File: src/rtl/uart_smg_scan_if.sv
// UART-side byte strobe and SMG pin bundle for uart_smg_scan_ctrl.
// slave = controller side, master = byte source / pin observer.
interface uart_smg_scan_if;
  logic [7:0] rx_data;
  logic       rx_done;
  logic       overrun_clr;
  logic [2:0] cs;
  logic [7:0] dx;
  logic       busy;
  logic       overrun;

  modport master (
    output rx_data, rx_done, overrun_clr,
    input  cs, dx, busy, overrun
  );

  modport slave (
    input  rx_data, rx_done, overrun_clr,
    output cs, dx, busy, overrun
  );
endinterface

File: src/rtl/uart_smg_scan_ctrl.sv
// Converts received bytes to 3 decimal digits (shift-add-3) and scans them onto a
// common-anode 3-digit 7-segment display with a blanking gap per digit slot.
module uart_smg_scan_ctrl #(
  parameter int SCAN_TICKS  = 50000,
  parameter int BLANK_TICKS = 500,
  parameter bit LZ_BLANK    = 1'b1
) (
  input  logic           clk,
  input  logic           rst_n,
  uart_smg_scan_if.slave bus
);
  localparam int TICK_W = (SCAN_TICKS > 1) ? $clog2(SCAN_TICKS) : 1;

  typedef enum logic [1:0] {IDLE, SHIFT, COMMIT} state_t;

  state_t            state_q, state_d;
  logic [7:0]        bin_q, bin_d;
  logic [11:0]       bcd_q, bcd_d;
  logic [2:0]        cnt_q, cnt_d;
  logic [11:0]       disp_q, disp_d;
  logic [7:0]        pend_q, pend_d;
  logic              pend_vld_q, pend_vld_d;
  logic              overrun_q, overrun_d;
  logic [TICK_W-1:0] tick_q, tick_d;
  logic [1:0]        idx_q, idx_d;
  logic [2:0]        cs_q, cs_d;
  logic [7:0]        dx_q, dx_d;

  logic [19:0] shifted;
  logic        ovr_set;
  logic        blank_h, blank_t;
  logic [7:0]  slot_code;

  function automatic logic [7:0] seg_code(input logic [3:0] d);
    case (d)
      4'd0: seg_code = 8'hC0;
      4'd1: seg_code = 8'hF9;
      4'd2: seg_code = 8'hA4;
      4'd3: seg_code = 8'hB0;
      4'd4: seg_code = 8'h99;
      4'd5: seg_code = 8'h92;
      4'd6: seg_code = 8'h82;
      4'd7: seg_code = 8'hF8;
      4'd8: seg_code = 8'h80;
      4'd9: seg_code = 8'h90;
      default: seg_code = 8'hFF;
    endcase
  endfunction

  function automatic logic [11:0] add3(input logic [11:0] b);
    logic [11:0] r;
    r = b;
    for (int i = 0; i < 3; i++) begin
      if (b[4*i +: 4] >= 4'd5) r[4*i +: 4] = b[4*i +: 4] + 4'd3;
    end
    return r;
  endfunction

  // Conversion engine with 1-deep pending byte
  always_comb begin
    state_d    = state_q;
    bin_d      = bin_q;
    bcd_d      = bcd_q;
    cnt_d      = cnt_q;
    disp_d     = disp_q;
    pend_d     = pend_q;
    pend_vld_d = pend_vld_q;
    ovr_set    = 1'b0;
    shifted    = {add3(bcd_q), bin_q} << 1;
    case (state_q)
      IDLE: begin
        // A pending byte only survives into IDLE when it arrived during a bare COMMIT
        if (pend_vld_q) begin
          bin_d      = pend_q;
          bcd_d      = '0;
          cnt_d      = '0;
          state_d    = SHIFT;
          pend_vld_d = bus.rx_done;
          if (bus.rx_done) pend_d = bus.rx_data;
        end else if (bus.rx_done) begin
          bin_d   = bus.rx_data;
          bcd_d   = '0;
          cnt_d   = '0;
          state_d = SHIFT;
        end
      end
      SHIFT: begin
        bcd_d = shifted[19:8];
        bin_d = shifted[7:0];
        cnt_d = cnt_q + 3'd1;
        if (cnt_q == 3'd7) state_d = COMMIT;
        if (bus.rx_done) begin
          pend_d     = bus.rx_data;
          pend_vld_d = 1'b1;
          ovr_set    = pend_vld_q;
        end
      end
      COMMIT: begin
        disp_d = bcd_q;
        if (pend_vld_q) begin
          bin_d      = pend_q;
          bcd_d      = '0;
          cnt_d      = '0;
          state_d    = SHIFT;
          pend_vld_d = 1'b0;
        end else begin
          state_d = IDLE;
        end
        if (bus.rx_done) begin
          pend_d     = bus.rx_data;
          pend_vld_d = 1'b1;
        end
      end
      default: state_d = IDLE;
    endcase
    overrun_d = ovr_set | (overrun_q & ~bus.overrun_clr);
  end

  // Free-running scan scheduler; the pattern is latched once at the end of the blank gap
  always_comb begin
    tick_d    = tick_q + TICK_W'(1);
    idx_d     = idx_q;
    cs_d      = cs_q;
    dx_d      = dx_q;
    blank_h   = LZ_BLANK && (disp_q[11:8] == 4'd0);
    blank_t   = blank_h && (disp_q[7:4] == 4'd0);
    slot_code = 8'hFF;
    if (tick_q == TICK_W'(SCAN_TICKS - 1)) begin
      tick_d = '0;
      idx_d  = (idx_q == 2'd2) ? 2'd0 : idx_q + 2'd1;
    end
    case (idx_d)
      2'd0:    slot_code = seg_code(disp_q[3:0]);
      2'd1:    slot_code = blank_t ? 8'hFF : seg_code(disp_q[7:4]);
      2'd2:    slot_code = blank_h ? 8'hFF : seg_code(disp_q[11:8]);
      default: slot_code = 8'hFF;
    endcase
    if (tick_d < TICK_W'(BLANK_TICKS)) begin
      cs_d = 3'b111;
    end else if (tick_d == TICK_W'(BLANK_TICKS)) begin
      cs_d = ~(3'b001 << idx_d);
      dx_d = slot_code;
    end
  end

  always_ff @(posedge clk or negedge rst_n) begin
    if (!rst_n) begin
      state_q    <= IDLE;
      bin_q      <= '0;
      bcd_q      <= '0;
      cnt_q      <= '0;
      disp_q     <= '0;
      pend_q     <= '0;
      pend_vld_q <= 1'b0;
      overrun_q  <= 1'b0;
      tick_q     <= '0;
      idx_q      <= '0;
      cs_q       <= 3'b111;
      dx_q       <= 8'hFF;
    end else begin
      state_q    <= state_d;
      bin_q      <= bin_d;
      bcd_q      <= bcd_d;
      cnt_q      <= cnt_d;
      disp_q     <= disp_d;
      pend_q     <= pend_d;
      pend_vld_q <= pend_vld_d;
      overrun_q  <= overrun_d;
      tick_q     <= tick_d;
      idx_q      <= idx_d;
      cs_q       <= cs_d;
      dx_q       <= dx_d;
    end
  end

  assign bus.cs      = cs_q;
  assign bus.dx      = dx_q;
  assign bus.busy    = (state_q != IDLE);
  assign bus.overrun = overrun_q;
endmodule

File: src/flat_wrapper.sv
// flat-port wrapper written by rule: the top's interface ports become plain ports
module uart_smg_scan_ctrl_flat 
#(
  parameter int SCAN_TICKS  = 50000,
  parameter int BLANK_TICKS = 500,
  parameter bit LZ_BLANK    = 1'b1
)
  (clk, rst_n, bus_rx_data, bus_rx_done, bus_overrun_clr, bus_cs, bus_dx, bus_busy, bus_overrun);
  uart_smg_scan_if bus_i ();
  input  logic clk;
  input  logic rst_n;
  input wire logic [$bits(bus_i.rx_data)-1:0] bus_rx_data;
  input wire logic [$bits(bus_i.rx_done)-1:0] bus_rx_done;
  input wire logic [$bits(bus_i.overrun_clr)-1:0] bus_overrun_clr;
  output wire logic [$bits(bus_i.cs)-1:0] bus_cs;
  output wire logic [$bits(bus_i.dx)-1:0] bus_dx;
  output wire logic [$bits(bus_i.busy)-1:0] bus_busy;
  output wire logic [$bits(bus_i.overrun)-1:0] bus_overrun;
  assign bus_i.rx_data = bus_rx_data;
  assign bus_i.rx_done = bus_rx_done;
  assign bus_i.overrun_clr = bus_overrun_clr;
  assign bus_cs = bus_i.cs;
  assign bus_dx = bus_i.dx;
  assign bus_busy = bus_i.busy;
  assign bus_overrun = bus_i.overrun;
  uart_smg_scan_ctrl #(.SCAN_TICKS(SCAN_TICKS), .BLANK_TICKS(BLANK_TICKS), .LZ_BLANK(LZ_BLANK)) u_core (.clk(clk), .rst_n(rst_n), .bus(bus_i));
endmodule
File: config.mk
export PLATFORM = sky130hd
export DESIGN_NAME = uart_smg_scan_ctrl_flat
export DESIGN_NICKNAME = d
export VERILOG_FILES = /design/src/rtl/uart_smg_scan_if.sv /design/src/rtl/uart_smg_scan_ctrl.sv /design/src/flat_wrapper.sv
export SDC_FILE = /design/constraint.sdc
export NUM_CORES = 1
export LEC_CHECK = 0
export CORE_MARGIN = 2
export CORE_UTILIZATION = 55
export CTS_CLUSTER_DIAMETER = 100
export CTS_CLUSTER_SIZE = 8
export DETAILED_ROUTE_END_ITERATION = 6
export DONT_BUFFER_PORTS = 1
export GPL_ROUTABILITY_DRIVEN = 0
export MAX_ROUTING_LAYER = met4
export PLACE_DENSITY = 0.8
export SLEW_MARGIN = 20
export SYNTH_ARGS = -nofsm -noshare
export SYNTH_HDL_FRONTEND = slang
export SYNTH_SLANG_ARGS = --single-unit
File: constraint.sdc
create_clock -name clk -period 6.5 [get_ports clk]
set_input_delay 1.3 -clock clk [delete_from_list [all_inputs] [get_ports clk]]
set_output_delay 1.3 -clock clk [all_outputs]
set_load 0.005 [all_outputs]
Yosys cells after proc, flatten, opt, wreduce, memory -nomap -nowiden
Memory sizes are Yosys's and may differ from the RTL's. Cells that the tools add are included.

Register bits: 76. Bits in read-only memories: 336. Input port bits: 12. Word-level logic and storage cells: 96. Memories: 3.

Memories: (no name shown) (words 16, width 7, rd ports 1, clocked after memory_dff 0, write ports 0, line uart_smg_scan_ctrl.sv:35) `case (d)`; (no name shown) (words 16, width 7, rd ports 1, clocked after memory_dff 0, write ports 0, line uart_smg_scan_ctrl.sv:35); (no name shown) (words 16, width 7, rd ports 1, clocked after memory_dff 0, write ports 0, line uart_smg_scan_ctrl.sv:35).

$add $sub $neg: 6. Order comparisons: 4. Equal/unequal tests: 13. Shift-type cells: 1. Multiplexer cells: 37. Bitwise operators: 5. Reductions and logical operators: 15.

Operator list (count): 8-bit 2-to-1 mux (7); 8-bit case mux with 3 select lines (2); 12-bit 2-to-1 mux (3); 12-bit case mux with 3 select lines (1); 3-bit 2-to-1 mux (6); 16-bit by 1-bit adder with 16-bit output (second input constant) (1); 16-bit equality test (second input constant) (1); 16-bit by 9-bit equality test with 1-bit output (second input constant) (1); 16-bit by 9-bit less-than comparator with 1-bit output (second input constant) (1); 16-bit 2-to-1 mux (1); 8-bit case mux with 2 select lines (1); 4-bit by 3-bit >= comparator with 1-bit output (second input constant) (3); 2-bit 2-to-1 mux (5); 3-bit case mux with 3 select lines (1); 4-bit by 2-bit adder with 4-bit output (second input constant) (2); 4-bit logical NOT (2); 4-bit 2-to-1 mux (2); 2-bit AND reduction (4); 2-bit equality test (second input constant) (3); 1-bit 2-to-1 mux (6); 2-bit by 1-bit inequality test with 1-bit output (second input constant) (3); 2-bit case mux with 3 select lines (1); 2-bit nonzero test (3); 2-bit by 1-bit equality test with 1-bit output (second input constant) (2); 17 further kinds (19).

Longest topological paths before layout
Gate-level depths: netlist of the first run.

Depth in word-level cells: 7. Mapped depth: 9. Mapped depth without buffers: 8.

Worst setup path after synthesis of the first run
OpenSTA, ideal clock, no wires.

Path kind: flip-flop to flip-flop. Start point: register u_core.tick_q[10]. End point: register u_core.dx_q[0] (netlist: u_core.bus.dx[0]). Library setup time: 0.082 ns. Arrival time: 2.473 ns. Data required time: 6.418 ns. Path slack: 3.945 ns. Cell stages (with the launch flop): 9. Clock period less this slack: 2.555 ns. Path through: dfrtp_1 -> or4_4 -> or4_4 -> buf_6 -> o31ai_1 -> a31oi_1 -> nand4bb_1 -> buf_6 -> mux2_4.

Cells in the longest elaborated chain, start to end: 5.

Ends and longest elaborated chain: start, declared (line uart_smg_scan_ctrl.sv:24) `logic [TICK_W-1:0] tick_q, tick_d;`; start signal, assigned (line uart_smg_scan_ctrl.sv:169) `tick_q <= tick_d;`; 16-bit by 1-bit adder with 16-bit output / 16-bit equality test (equally long branches) (line uart_smg_scan_ctrl.sv:121, uart_smg_scan_ctrl.sv:128); 16-bit 2-to-1 mux (line uart_smg_scan_ctrl.sv:128) `if (tick_q == TICK_W'(SCAN_TICKS - 1)) begin`; 16-bit by 9-bit less-than comparator with 1-bit output (line uart_smg_scan_ctrl.sv:138) `if (tick_d < TICK_W'(BLANK_TICKS)) begin`; 1-bit NOT (no line); 2-bit AND reduction (no line); end signal, assigned (line uart_smg_scan_ctrl.sv:159) `dx_q <= 8'hFF;`; end signal, assigned (line uart_smg_scan_ctrl.sv:172) `dx_q <= dx_d;`; end, declared (line uart_smg_scan_ctrl.sv:27) `logic [7:0] dx_q, dx_d;`.

Parallel ways exist; a longest one is shown, timed or not. A chain may end at the register's enable or synchronous reset.

Worst setup path in the final report of the first run
Start point: register u_core.tick_q[0]. End point: register u_core.dx_q[0] (netlist: u_core.bus.dx[0]).

Same word-level chain as after synthesis.

==> impl_metrics.env, run 1 <==
export IMPL_status="complete, no violations"
export IMPL_dieArea_sq_mm=0.009774
export IMPL_dieHeight_um=98.87
export IMPL_cp_arrival_ns=3.70
export IMPL_first_pass_iters=5
export IMPL_cts_max_path_buffers=2
export IMPL_numPortBuffers=0
export IMPL_crit_family="simple AND/OR/NAND/NOR gates"
export IMPL_setup_violations=0
export IMPL_start_kind="flop"
export IMPL_drt_iter0_markers=145
export IMPL_cts_resized=0
export IMPL_dpl_hpwl_um=7105
export IMPL_grt_pass1_wl_um=17210
export IMPL_ant_nets=0
export IMPL_ff2ff_path_depth=7
export IMPL_h_tree_depth=3
export IMPL_multi_input_area_sq_mm=0.002783
export IMPL_hold_depth=2
export IMPL_worstSetupEndpointType="flop"
export IMPL_critPathSlowestCell="or4_4"
export IMPL_hp_start="u_core.bin_q[7]$_DFFE_PN0P_"
export IMPL_worstPathRequired_ns=6.77
export IMPL_cts_root_buf="clkbuf_8"
export IMPL_die_x_um=98.87
export IMPL_cts_buffers=9
export IMPL_cts_sinks=75
export IMPL_synth_flop_cell="dfrtp_1"
export IMPL_yosysSeqAreaShare=0.3817
export IMPL_fin_tns_setup_ns=0
export IMPL_crit_chain="ha_1 > nand3_1 > or4_4 > o31ai_1 > a31oi_1 > nand4bb_1 > mux2_4"
export IMPL_core_area_sq_mm=0.008721
export IMPL_grt_max_degree=76
export IMPL_grt_overflow_total=0
export IMPL_finalMaxSlewViolations=0
export IMPL_yosysWarnings=0
export IMPL_insertion_delay_ns=0.35
export IMPL_grtUsageTotal=0.2214
export IMPL_hold_buffers=0
export IMPL_synth_async_reset_ratio=1.000
export IMPL_fin_nets=564
export IMPL_ff2ff_setup_slack_ns=3.08
export IMPL_cp_max_fo=17
export IMPL_critPathKind="reg2reg"
export IMPL_cp_slowest_stage_delay_ns=0.72
export IMPL_fin_crit_ns=3.422
export IMPL_synth_ff_latch_count=75
export IMPL_fp_row_count=34
export IMPL_power_total_mw=1.392
export IMPL_ir_drop_uv=235.9
export IMPL_nFillCells=722
export IMPL_vias=3905
export IMPL_wl_per_cell_um=15.96
export IMPL_timing_fmax_mhz=292.2
export IMPL_antenna_found_initial=0
export IMPL_drive_above_1_share=0.1082
export IMPL_clkTransAtPathRegs_ns=0.08
export IMPL_p_per_area_mw_per_mm2=270.1
export IMPL_fin_crit_sh=0.5265
export IMPL_postCtsSetupBuffers=0
export IMPL_timing_rr_end="u_core.bus.dx[0]$_DFFE_PN1P_"
export IMPL_drc=0
export IMPL_avgSynthCellArea_sq_um=9.065
export IMPL_worstHoldEndpoint="u_core.bin_q[7]$_DFFE_PN0P_"
export IMPL_syn2layout_area_growth_pct=4.120
export IMPL_path_buf_inv=0
export IMPL_netlist_instances=546
export IMPL_grt_pass1_vias=3662
export IMPL_cap_violations=0
export IMPL_ios=25
export IMPL_diodes=0
export IMPL_cts_tree="built"
export IMPL_r2r_start="u_core.tick_q[0]$_DFF_PN0_"
export IMPL_synth_nets=587
export IMPL_relSlewSlack=0.3087
export IMPL_start_util=0.5676
export IMPL_postLayoutCoreUtil=0.5910
export IMPL_synthesis_area_sq_mm=0.004950
export IMPL_via_per_inst=6.150
export IMPL_synth_edff_count=0
export IMPL_finClkSkew_ns=0.01143
export IMPL_hold_violations=0
export IMPL_yosys_cell_types_count=71
export IMPL_leakage_nw=2.114
export IMPL_hold_class="reg2reg"
export IMPL_tightest_slew_ns=1.037
export IMPL_wl_um=10130
export IMPL_rsz0062_at_grt="no"
export IMPL_seq_area_sq_mm=0.001889
==> worst register-to-register path, cell delays in order (launching register included) <==
cell and delay (ns):
dfrtp_1 0.46, ha_1 0.49, nand3_1 0.31, or4_4 0.72, o31ai_1 0.11, a31oi_1 0.09, nand4bb_1 0.65, mux2_4 0.49
==> registers in the layout (all words and copies together) (netlist names), 2 cells and up <==
| name | count |
|---|---|
| u_core.bus.dx | 7 |
| u_core.bin_q | 8 |
| u_core.disp_q | 12 |
| u_core.pend_q | 8 |
| u_core.cnt_q | 3 |
| u_core.state_q | 2 |
| u_core.idx_q | 2 |
| u_core.bus.cs | 3 |
| u_core.tick_q | 16 |
| u_core.bcd_q | 12 |
==> placed cells by master (no fill, tap or decap), types with 3 or more instances in the layout <==
master / count
dfrtp_1: 65
nand2_1: 55
o21ai_0: 42
nor2_1: 33
ha_1: 29
inv_1: 28
a21oi_1: 26
nor2b_1: 17
nand3_1: 14
mux2_2: 14
o31ai_1: 13
a211oi_1: 11
nand4_1: 10
clkbuf_8: 10
dfstp_2: 10
xnor2_1: 9
nand2b_1: 9
xor2_1: 8
nor3_1: 7
a31oi_1: 7
mux2_4: 7
a22o_1: 7
a221oi_1: 7
and2_1: 4
nor3b_1: 4
o21a_1: 4
o22a_1: 4
o211ai_1: 4
nor4_1: 3
and4_1: 3
o22ai_1: 3
o21bai_1: 3
o31a_1: 3
==> Yosys cell counts (3+ instances only) <==
| library cell | count | area, sq um |
|---|---|---|
| a211oi_1 | 11 | 82.58 |
| a21oi_1 | 26 | 130.1 |
| a221oi_1 | 7 | 61.31 |
| a22o_1 | 7 | 61.31 |
| a31oi_1 | 7 | 43.79 |
| and2_1 | 4 | 25.02 |
| and4_1 | 3 | 26.28 |
| buf_1 | 3 | 11.26 |
| buf_2 | 5 | 25.02 |
| clkbuf_1 | 23 | 86.33 |
| dfrtp_1 | 65 | 1627 |
| dfstp_2 | 10 | 262.8 |
| ha_1 | 29 | 362.9 |
| inv_1 | 28 | 105.1 |
| mux2_2 | 14 | 157.7 |
| mux2_4 | 7 | 105.1 |
| nand2_1 | 55 | 206.5 |
| nand2b_1 | 9 | 56.30 |
| nand3_1 | 14 | 70.07 |
| nand4_1 | 10 | 62.56 |
| nor2_1 | 33 | 123.9 |
| nor2b_1 | 17 | 106.4 |
| nor3_1 | 7 | 35.03 |
| nor3b_1 | 4 | 30.03 |
| nor4_1 | 3 | 18.77 |
| o211ai_1 | 4 | 30.03 |
| o21a_1 | 4 | 30.03 |
| o21ai_0 | 42 | 210.2 |
| o21bai_1 | 3 | 22.52 |
| o22a_1 | 4 | 35.03 |
| o22ai_1 | 3 | 18.77 |
| o31a_1 | 3 | 26.28 |
| o31ai_1 | 13 | 97.59 |
| xnor2_1 | 9 | 78.83 |
| xor2_1 | 8 | 70.07 |
==> cell families (layout without fill, tap and decap cells) <==
family                     count (synthesis)  count (layout)  synth area share
and+or+nand+nor                          179             179            0.1924
AOI/OAI and AO/OA                        155             155            0.2078
DFF                                       75              75            0.3817
buffers and inverters                     67              48           0.05687
adders and majority gates                 29              29           0.07331
muxes                                     23              23           0.05713
xor gates and xnor gates                  17              17           0.03008
other                                      1               1         0.0007576
==> worst max path at each step <==
stage,end,slack (ns),cells after the start,startpoint
after floorplan,u_core.bus.dx[0]$_DFFE_PN1P_,3.94,8,u_core.tick_q[10]$_DFF_PN0_
after global routing,u_core.bus.dx[1]$_DFFE_PN1P_,2.84,7,u_core.tick_q[0]$_DFF_PN0_
after CTS,u_core.bus.dx[0]$_DFFE_PN1P_,3.08,7,u_core.tick_q[0]$_DFF_PN0_
final,u_core.bus.dx[0]$_DFFE_PN1P_,3.08,7,u_core.tick_q[0]$_DFF_PN0_
after global placement,u_core.bus.dx[4]$_DFFE_PN1P_,3.25,7,u_core.tick_q[0]$_DFF_PN0_
after detailed placement,u_core.bus.dx[5]$_DFFE_PN1P_,3.11,7,u_core.tick_q[0]$_DFF_PN0_
==> through the flow <==
| step | hold WS, ns | cell area [sq um] | setup WS, ns | cells |
|---|---|---|---|---|
| global placement | 0.4598 | 4938 | 3.248 | 620 |
| finish | 0.4855 | 5154 | 3.078 | 635 |
| CTS | 0.4855 | 5154 | 3.079 | 635 |
| global route | 0.5281 | 5154 | 2.840 | 635 |
| detailed placement | 0.4687 | 4938 | 3.105 | 620 |
| floorplan | 0.4489 | 4950 | 3.945 | 546 |
==> where the power goes <==
part	internal [mW]	switching, mW	total [mW]
logic	0.158	0.201	0.359
clock network	0.226	0.176	0.402
registers	0.548	0.0840	0.632
==> area by class of cell <==
| class | instances | share of cell area |
|---|---|---|
| clock buffer | 11 | 0.02743 |
| multi-input combinational | 404 | 0.5399 |
| clock inverter | 4 | 0.01432 |
| inverter | 31 | 0.02258 |
| sequential | 75 | 0.3666 |
| tap | 108 | 0.02622 |
| timing repair buffer | 2 | 0.002913 |
==> per-layer routing <==
metal	share of wire	wire length (um)	up-vias	GRT usage
met2	0.49	4918	83	0.3555
met4	0.011	115	0	0.06112
met1	0.45	4575	1896	0.2836
met5	0	0	-	-
li1	-	-	1914	-
met3	0.052	523	12	0.04965
(Power assumes the default switching activity.)
==> inputs of run 2 (changes only) <==
--- a/config.mk
+++ b/config.mk
@@ -13,7 +13,7 @@
 export DONT_BUFFER_PORTS = 1
 export GPL_ROUTABILITY_DRIVEN = 0
 export MAX_ROUTING_LAYER = met4
-export PLACE_DENSITY = 0.8
+export PLACE_DENSITY = 0.83
 export SLEW_MARGIN = 20
 export SYNTH_ARGS = -nofsm -noshare
 export SYNTH_HDL_FRONTEND = slang
==> constraint.sdc (replaced) <==
create_clock -name clk -period 3.1 [get_ports clk]
set_input_delay 0.62 -clock clk [delete_from_list [all_inputs] [get_ports clk]]
set_output_delay 0.62 -clock clk [all_outputs]
set_load 0.005 [all_outputs]
==> impl_metrics.env, run 2 (synthesis results as in run 1) <==
export IMPL_via_per_inst=6.182
export IMPL_start_kind="flop"
export IMPL_power_total_mw=2.911
export IMPL_ir_drop_uv=590.1
export IMPL_dp_worst_setup_slack_ns=0.3268
export IMPL_ios=25
export IMPL_antenna_found_initial=0
export IMPL_fin_crit_sh=0.9016
export IMPL_dpl_instance_area_sq_mm=0.004984
export IMPL_wl_per_cell_um=15.51
export IMPL_timing_fmax_mhz=357.8
export IMPL_hold_class="in2async"
export IMPL_dieArea_sq_mm=0.009774
export IMPL_dp_cells=626
export IMPL_cap_violations=0
export IMPL_leakage_nw=2.149
export IMPL_cts_tree="built"
export IMPL_grt_pass1_wl_um=17370
export IMPL_fp_row_count=34
export IMPL_ant_nets=0
export IMPL_cts_max_path_buffers=2
export IMPL_ff2ff_setup_slack_ns=0.30
export IMPL_finalMaxSlewViolations=0
export IMPL_critPathSlowestCell="or4b_2"
export IMPL_finClkSkew_ns=0.009385
export IMPL_worstPathRequired_ns=3.38
export IMPL_largest_register="u_core.tick_q"
export IMPL_timing_rr_end="u_core.bus.dx[5]$_DFFE_PN1P_"
export IMPL_die_x_um=98.87
export IMPL_top_regs="u_core.tick_q x16, u_core.bcd_q x12, u_core.disp_q x12"
export IMPL_wl_um=9973
export IMPL_dpl_hpwl_um=7050
export IMPL_drc=0
export IMPL_h_tree_depth=3
export IMPL_drt_iter0_markers=198
export IMPL_status="complete, no violations"
export IMPL_postCtsSetupBuffers=0
export IMPL_cts_root_buf="clkbuf_8"
export IMPL_cts_buffers=9
export IMPL_diodes=0
export IMPL_path_buf_inv=1
export IMPL_vias=3975
export IMPL_insertion_delay_ns=0.35
export IMPL_cp_arrival_ns=3.07
export IMPL_finish_instance_area_sq_mm=0.005228
export IMPL_worstSetupEndpointType="flop"
export IMPL_fin_crit_ns=2.795
export IMPL_largest_reg_flops=16
export IMPL_syn2layout_area_growth_pct=5.612
export IMPL_r2r_start="u_core.tick_q[3]$_DFF_PN0_"
export IMPL_ff2ff_path_depth=7
export IMPL_relSlewSlack=0.5409
export IMPL_p_per_area_mw_per_mm2=556.9
export IMPL_fin_cells=643
export IMPL_fin_nets=571
export IMPL_core_area_sq_mm=0.008721
export IMPL_dieHeight_um=98.87
export IMPL_drive_above_1_share=0.1215
export IMPL_clkTransAtPathRegs_ns=0.08
export IMPL_first_pass_iters=4
export IMPL_rsz0062_at_grt="no"
export IMPL_layout_setup_ws_ns=0.3049
export IMPL_start_util=0.5676
export IMPL_layout_commonest_cell="dfrtp_1"
export IMPL_grtUsageTotal=0.2201
export IMPL_cp_max_fo=10
export IMPL_numPortBuffers=0
export IMPL_fin_tns_setup_ns=0
export IMPL_grt_pass1_vias=3812
export IMPL_cp_slowest_stage_delay_ns=0.68
export IMPL_crit_family="simple AND/OR/NAND/NOR gates"
export IMPL_hold_violations=0
export IMPL_crit_chain="and4_1 > nand4_1 > or4b_2 > a211oi_1 > nand4bb_1 > buf_4 > mux2_4"
export IMPL_setup_violations=0
export IMPL_critPathKind="reg2reg"
export IMPL_grt_max_degree=66
export IMPL_cts_sinks=75
export IMPL_final_cell_mix="65 x dfrtp_1, 55 x nand2_1, 42 x o21ai_0, 33 x nor2_1, 29 x ha_1"
export IMPL_grt_overflow_total=0
export IMPL_tightest_slew_ns=0.6885
[run 2: changes by cell type in the layout (fill, tap and decap cells not counted), sizes merged]
cell	previous run	this run
buf	2	9
clkbuf	11	10
clkinvlp	0	2
[run 2: timing repair]
item | in CTS | in global routing
resized for setup | 0 | 0
hold endpoints to repair | 65 | 0
hold buffers | 1 | 0
[run 2: how the worst max path moves through the flow]
stage | startpoint | to | slack (ns) | cells after the start
after floorplan | u_core.tick_q[10]$_DFF_PN0_ | u_core.bus.dx[0]$_DFFE_PN1P_ | 0.54 | 8
after global placement | u_core.tick_q[10]$_DFF_PN0_ | u_core.bus.dx[4]$_DFFE_PN1P_ | 0.43 | 7
after detailed placement | u_core.tick_q[2]$_DFF_PN0_ | u_core.bus.dx[5]$_DFFE_PN1P_ | 0.33 | 7
after CTS | u_core.tick_q[2]$_DFF_PN0_ | u_core.bus.dx[5]$_DFFE_PN1P_ | 0.32 | 7
after global routing | u_core.tick_q[0]$_DFF_PN0_ | u_core.bus.dx[1]$_DFFE_PN1P_ | 0.12 | 9
final | u_core.tick_q[3]$_DFF_PN0_ | u_core.bus.dx[5]$_DFFE_PN1P_ | 0.30 | 7
[run 2: worst register-to-register path, cell delays in order (launching register included)]
cell       delay, ns
dfrtp_1         0.51
and4_1          0.37
nand4_1         0.19
or4b_2          0.69
a211oi_1        0.33
nand4bb_1       0.14
buf_4           0.21
mux2_4          0.30
[run 2: per-stage QoR]
| stage | util | hold WS (ns) |
|---|---|---|
| finish | 0.5994 | 0.1005 |
| global route | 0.5994 | 0.07903 |
| CTS | 0.5994 | 0.09289 |
| detailed placement | 0.5714 | 0.3283 |
| global placement | 0.5714 | 0.3270 |
| floorplan | - | 0.3244 |
[run 2: power breakdown]
| part | total [mW] | internal (mW) | switching [mW] |
|---|---|---|---|
| Sequential | 1.32 | 1.15 | 0.169 |
| Clock | 0.830 | 0.455 | 0.375 |
| Combinational | 0.764 | 0.335 | 0.429 |
[run 2: final cells by class]
type	instances	area, sq um
sequential	75	1889
inverter	31	116.4
clock buffer	10	127.6
multi-input combinational	404	2783
tap	108	135.1
clock inverter	6	88.84
timing repair buffer	9	87.58
fill	702	3493
[run 2: metal layers]
layer | track usage | share of wire | vias up
li1 | - | - | 1925
met1 | 0.2784 | 0.44 | 1905
met2 | 0.3555 | 0.49 | 126
met3 | 0.04823 | 0.053 | 19
met4 | 0.06639 | 0.018 | 0
met5 | - | 0 | -
